### config.mk
export PLATFORM = sky130hd
export DESIGN_NAME = edge_tally
export DESIGN_NICKNAME = d
export VERILOG_FILES = /design/src/rtl/edge_tally.sv
export SDC_FILE = /design/constraint.sdc
export NUM_CORES = 2
export LEC_CHECK = 0
export CAP_MARGIN = 15
export CORE_ASPECT_RATIO = 1.75
export CORE_UTILIZATION = 25
export CTS_CLUSTER_DIAMETER = 100
export CTS_CLUSTER_SIZE = 25
export DETAILED_ROUTE_END_ITERATION = 6
export SLEW_MARGIN = 25
export SYNTH_ARGS = -nofsm -noshare
export SYNTH_HDL_FRONTEND = slang
export SYNTH_SLANG_ARGS = --single-unit
export TNS_END_PERCENT = 100
### constraint.sdc
create_clock -name clk -period 43.5 [get_ports clk]
set_clock_uncertainty 0.2 [all_clocks]
set_input_delay 8.7 -clock clk [delete_from_list [all_inputs] [get_ports clk]]
set_output_delay 8.7 -clock clk [all_outputs]
set_load 0.005 [all_outputs]
### src/rtl/edge_tally.sv
// edge_tally
// Counts per-node degree over a window of graph edges. Edges are accepted
// while collecting. The window closes when WINSIZE edges have been accepted
// or when win_end is pulsed. The per-node degree table is then frozen and
// published for a reader until rd_done. A one-cycle clear follows, and then
// collection restarts.
//
// Ports
//   clk, rst     clock (rising edge), asynchronous active-high reset
//   edge_vld     edge offer valid
//   edge_src     source node ID of the offered edge
//   edge_dst     destination node ID of the offered edge
//   edge_rdy     edge can be accepted this cycle (collecting only)
//   win_end      pulse: close the window early
//   data_rdy     window closed; degree table stable and readable
//   rd_addr      node ID for a table read
//   num_edges    registered degree of node rd_addr (1-cycle latency)
//   rd_done      pulse: reader finished, release the table
//   edges_total  accepted edge count of the closed window
//   err_oor      sticky: an accepted edge had an endpoint >= POPSIZE
module edge_tally #(
   parameter int POPSIZE = 100,
   parameter int WINSIZE = 200,
   localparam int CW = $clog2(WINSIZE) + 1
) (
   input  logic          clk,
   input  logic          rst,
   input  logic          edge_vld,
   input  logic [7:0]    edge_src,
   input  logic [7:0]    edge_dst,
   output logic          edge_rdy,
   input  logic          win_end,
   output logic          data_rdy,
   input  logic [7:0]    rd_addr,
   output logic [CW-1:0] num_edges,
   input  logic          rd_done,
   output logic [CW-1:0] edges_total,
   output logic          err_oor
);

   typedef enum logic [1:0] {
      ST_COLLECT = 2'd0,
      ST_PUBLISH = 2'd1,
      ST_CLEAR   = 2'd2
   } state_t;

   state_t                   state_r, state_s;
   logic                     accept_s, win_full_s, src_oor_s, dst_oor_s;
   logic [CW-1:0]            win_cnt_r, win_cnt_s, win_inc_s;
   logic [CW-1:0]            edges_total_r, edges_total_s;
   logic [CW-1:0]            num_edges_r, rd_val_s;
   logic [POPSIZE-1:0][CW-1:0] cnt_r, cnt_s;
   logic                     edge_rdy_r, data_rdy_r, err_oor_r;

   // Saturating add of a 0..2 increment; a count never wraps past all-ones.
   function automatic logic [CW-1:0] sat_add(input logic [CW-1:0] a,
                                             input logic [1:0]    b);
      logic [CW:0] sum;
      sum = {1'b0, a} + {{(CW-1){1'b0}}, b};
      return sum[CW] ? {CW{1'b1}} : sum[CW-1:0];
   endfunction

   // Accept decode, window-full detect and endpoint range checks.
   always_comb begin
      accept_s   = edge_vld && (state_r == ST_COLLECT);
      win_inc_s  = win_cnt_r + {{(CW-1){1'b0}}, 1'b1};
      win_full_s = accept_s && (win_inc_s == CW'(WINSIZE));
      src_oor_s  = (int'(edge_src) >= POPSIZE);
      dst_oor_s  = (int'(edge_dst) >= POPSIZE);
   end

   // Next-state logic for the collect / publish / clear cycle.
   always_comb begin
      state_s = state_r;
      case (state_r)
         ST_COLLECT: begin
            // A same-cycle accept is still counted; see the counter logic.
            if (win_full_s || win_end) state_s = ST_PUBLISH;
            else                       state_s = ST_COLLECT;
         end
         ST_PUBLISH: begin
            if (rd_done) state_s = ST_CLEAR;
            else         state_s = ST_PUBLISH;
         end
         ST_CLEAR: state_s = ST_COLLECT;
         default:  state_s = ST_COLLECT;
      endcase
   end

   // Window counter and the edge total captured when the window closes.
   always_comb begin
      win_cnt_s     = win_cnt_r;
      edges_total_s = edges_total_r;
      case (state_r)
         ST_COLLECT: begin
            if (accept_s) win_cnt_s = win_inc_s;
            else          win_cnt_s = win_cnt_r;
            if (state_s == ST_PUBLISH) edges_total_s = win_cnt_s;
            else                       edges_total_s = edges_total_r;
         end
         ST_CLEAR: begin
            win_cnt_s     = {CW{1'b0}};
            edges_total_s = {CW{1'b0}};
         end
         default: begin
            win_cnt_s     = win_cnt_r;
            edges_total_s = edges_total_r;
         end
      endcase
   end

   // Degree table update. An out-of-range endpoint matches no node, so it
   // is simply not counted. A self-loop hits the same node twice (+2).
   always_comb begin
      cnt_s = cnt_r;
      case (state_r)
         ST_COLLECT: begin
            for (int i = 0; i < POPSIZE; i++) begin
               cnt_s[i] = sat_add(cnt_r[i],
                  {1'b0, accept_s && (int'(edge_src) == i)} +
                  {1'b0, accept_s && (int'(edge_dst) == i)});
            end
         end
         ST_CLEAR: cnt_s = {(POPSIZE*CW){1'b0}};
         default:  cnt_s = cnt_r;
      endcase
   end

   // Table read mux; addresses beyond the population return zero.
   always_comb begin
      rd_val_s = {CW{1'b0}};
      for (int i = 0; i < POPSIZE; i++) begin
         rd_val_s = (int'(rd_addr) == i) ? cnt_r[i] : rd_val_s;
      end
   end

   // State, table and registered outputs.
   always_ff @(posedge clk or posedge rst) begin
      if (rst) begin
         state_r       <= ST_COLLECT;
         cnt_r         <= {(POPSIZE*CW){1'b0}};
         win_cnt_r     <= {CW{1'b0}};
         edges_total_r <= {CW{1'b0}};
         num_edges_r   <= {CW{1'b0}};
         edge_rdy_r    <= 1'b1;
         data_rdy_r    <= 1'b0;
         err_oor_r     <= 1'b0;
      end else begin
         state_r       <= state_s;
         cnt_r         <= cnt_s;
         win_cnt_r     <= win_cnt_s;
         edges_total_r <= edges_total_s;
         num_edges_r   <= rd_val_s;
         edge_rdy_r    <= (state_s == ST_COLLECT);
         data_rdy_r    <= (state_s == ST_PUBLISH);
         err_oor_r     <= err_oor_r | (accept_s & (src_oor_s | dst_oor_s));
      end
   end

   assign edge_rdy    = edge_rdy_r;
   assign data_rdy    = data_rdy_r;
   assign num_edges   = num_edges_r;
   assign edges_total = edges_total_r;
   assign err_oor     = err_oor_r;

endmodule

==> out/results.ini <==
[placed_design]
dp_hpwl_mm = 282
port_buffers = 49
gp_congestion = 1.13

[timing]
slew_headroom_pct = 19.4
finalSetupViolCount = 0
min_period_ps = 13850
finalCritPeriodShare_pct = 31.8
drv_slew = 0
hold_viol_final = 0
rsz0062_at_grt = no
fmax_mhz = 72.2
worst_pin_slew_ps = 1180
setup_tns_ps = 0

[worst_setup_path]
slowest_stage = nor3_2
start_kind = primary input
critPathRequiredTime_ps = 43980
cp.arrival_ps = 14320
crit_type = primary input to flip-flop
cp-end-kind = flip-flop
max_stage_delay_ps = 850
crit_fanout = 53
cpMostUsedCell = buf_4
crit_chain = buf_6 -> buf_4 -> buf_4 -> or2_2 -> nor2_2 -> buf_4 -> nand2_1 -> o22ai_1 -> nor3_2 -> nand3_1 -> a211oi_1 -> nor2_1 -> a21oi_1

[cts]
cts_tree = yes
cts_hold_buffers = 0
numCtsBuffers = 46
cts.path.max_buffers = 3
cts_setup_buffers = 0
cts.sinks = 932
root_buffer = clkbuf_16
clk_latency_ps = 760
cts_max_level = 2
cts_resized = 0
clk_pin_slew_ps = 120

[global_routing]
grt.overflow.total = 0
grt_pass1_vias = 64200
grtUsageTotal_pct = 30.8
grt_pass1_wl_mm = 534
antenna_found_initial = 62
grt_max_degree = 171

[yosys]
synthTopCellsByArea = dfrtp_1, o21ai_0, a21oi_1
yosysUniqueCellTypes = 107
ys.flop_type = dfrtp_1
syn-num-nets = 8192
synth_cells = 7961
synth_top_area_share_pct = 37.4
syn_avg_cell_area_um2 = 7.83
yosys_warnings = 0
synthArstFlopShare_pct = 100
ys_ff_latch = 932
synth_top_area_cell = dfrtp_1
synth_edf_count = 0
seq_area_frac_synth_pct = 37.4
synth_area_mm2 = 0.0623

[floorplan]
rows = 242
die_h_um = 663
design.die.area_mm2 = 0.251
design.core.area_mm2 = 0.248
start_util_pct = 25.1
die_w_um = 379
boundaryPins = 50

[finish]
layout-drive-gt1-share_pct = 5.13
synthToLayoutAreaGrowth_pct = 8.67
fin_util_pct = 27.3
final_common_cell = nor2_1
fillers = 26700
layout_common_cells = nor2_1, nand2_1, dfrtp_1
final_nets = 7933

[power_and_ir_drop]
cellInternalPower_mw = 1.31
switching_share_pct = 43.3
p_sw_uw = 999
peakVddDrop_mv = 0.0342
seq_power_share_pct = 49.9
leakage_nw = 28.1
p_clk_share_pct = 23.8
pwr-share-comb_pct = 26.3
powerDensity_mw_per_mm2 = 34.1

[drt]
drt-total-wl_mm = 391
first_pass_iters = 7
wl_per_cell_um = 35.4
vias = 68100
antenna_left = 0
vias_per_cell = 6.15
drcViolationCount = 6
drt_iter0_drc = 8236

[status]
violations = DRC
outcome = finished, violations left

[min_path]
hp-class = flip-flop to flip-flop

[job]
maxCapViolations = 0

path summary, 6_finish.rpt:
| check | start | to | cells after the start | slack, ps |
|---|---|---|---|---|
| min in group asynchronous | rst | cnt_r[847] | 2 | 8270 |
| setup / recovery | rd_addr[0] | num_edges[2] | 13 | 29650 |
| hold reg to reg | err_oor | err_oor | 1 | 280 |
| setup reg to reg | state_r[0] | cnt_r[540] | 12 | 37550 |
| hold / removal | err_oor | err_oor | 1 | 280 |
| max in group asynchronous | rst | cnt_r[29] | 5 | 31770 |
cell families (layout without fill, tap and decap cells):
group           count (synthesis)  after routing  synth area share (%)
fa+ha+maj                     202            202                  5.26
simple gates                 3050           3050                  22.1
compound gates               2928           2928                  28.8
flops                         932            932                  37.4
other cells                     0             52                     0
xor+xnor                        8              8                 0.112
mux                            57             57                  1.08
buf+inv                       784            542                  5.17
cell usage after synthesis (all sizes together), types with 20 or more instances:
| cell | number |
|---|---|
| o21a | 34 |
| o41ai | 25 |
| nor3 | 142 |
| a211oi | 37 |
| or3 | 53 |
| o22ai | 101 |
| clkbuf | 366 |
| dfrtp | 931 |
| nand4 | 86 |
| nand3 | 257 |
| o211ai | 44 |
| nor2 | 1039 |
| a221oi | 43 |
| a2111oi | 20 |
| a31oi | 332 |
| o221ai | 42 |
| a21oi | 828 |
| mux2 | 23 |
| nand2b | 21 |
| a22oi | 71 |
| or2 | 35 |
| a41oi | 46 |
| fa | 100 |
| mux2i | 28 |
| nor3b | 28 |
| and2 | 55 |
| a22o | 34 |
| o31ai | 24 |
| nor2b | 30 |
| ha | 102 |
| nand2 | 1024 |
| buf | 161 |
| o22a | 201 |
| inv | 256 |
| a31o | 20 |
| and3 | 200 |
| o21ai | 897 |
layout make-up:
type,count,area (um^2),share of cell area (%)
multi-input combinational,6245,36000,53.1
sequential,932,23300,34.4
tap,3294,4120,6.08
timing repair buffer,220,1830,2.71
clock buffer,55,1210,1.78
inverter,257,985,1.45
clock inverter,10,148,0.218
antenna,52,130,0.192
routing by layer:
| layer | GRT usage, % | wire, um | vias to the layer above |
|---|---|---|---|
| met4 | 36.9 | 57100 | 32 |
| met1 | 29.7 | 123000 | 33800 |
| met5 | 0.0195 | 224 | - |
| li1 | - | - | 28500 |
| met3 | 8.75 | 31200 | 1642 |
| met2 | 48.6 | 180000 | 4143 |
state kept, by name, summed over array words and instances, names as in the netlist:
name,flops
num_edges,9
err_oor,1
cnt_r,900
win_cnt_r,9
data_rdy,1
state_r,2
edges_total,9
edge_rdy,1
power groups by stage:
stage | combinational (mW) | clock [mW] | sequential (mW)
6_report | 0.606 | 0.550 | 1.15
5_1_grt | 0.654 | 0.579 | 1.16
4_1_cts | 0.588 | 0.558 | 1.13
3_5_place_dp | 0.586 | 0 | 1.15
3_3_place_gp | 0.575 | 0 | 1.15
2_1_floorplan | 0.385 | 0 | 1.03
worst max-delay path: cells and delay by family:
kind	cells	cell delay [ps]
buffers and inverters	4	1930
and+or+nand+nor	6	2680
AOI/OAI and AO/OA	3	810
per-stage QoR:
step,cells,hold slack [ps],power [mW],instance area (um^2),setup WS [ps]
floorplan,7961,251,1.42,62300,8390
global placement,10900,253,1.72,66100,29540
detailed placement,10900,255,1.73,66200,29640
CTS,11000,290,2.28,67500,30420
global route,11000,306,2.39,67600,29880
finish,11100,279,2.31,67700,29650
(Power assumes the default switching activity.)
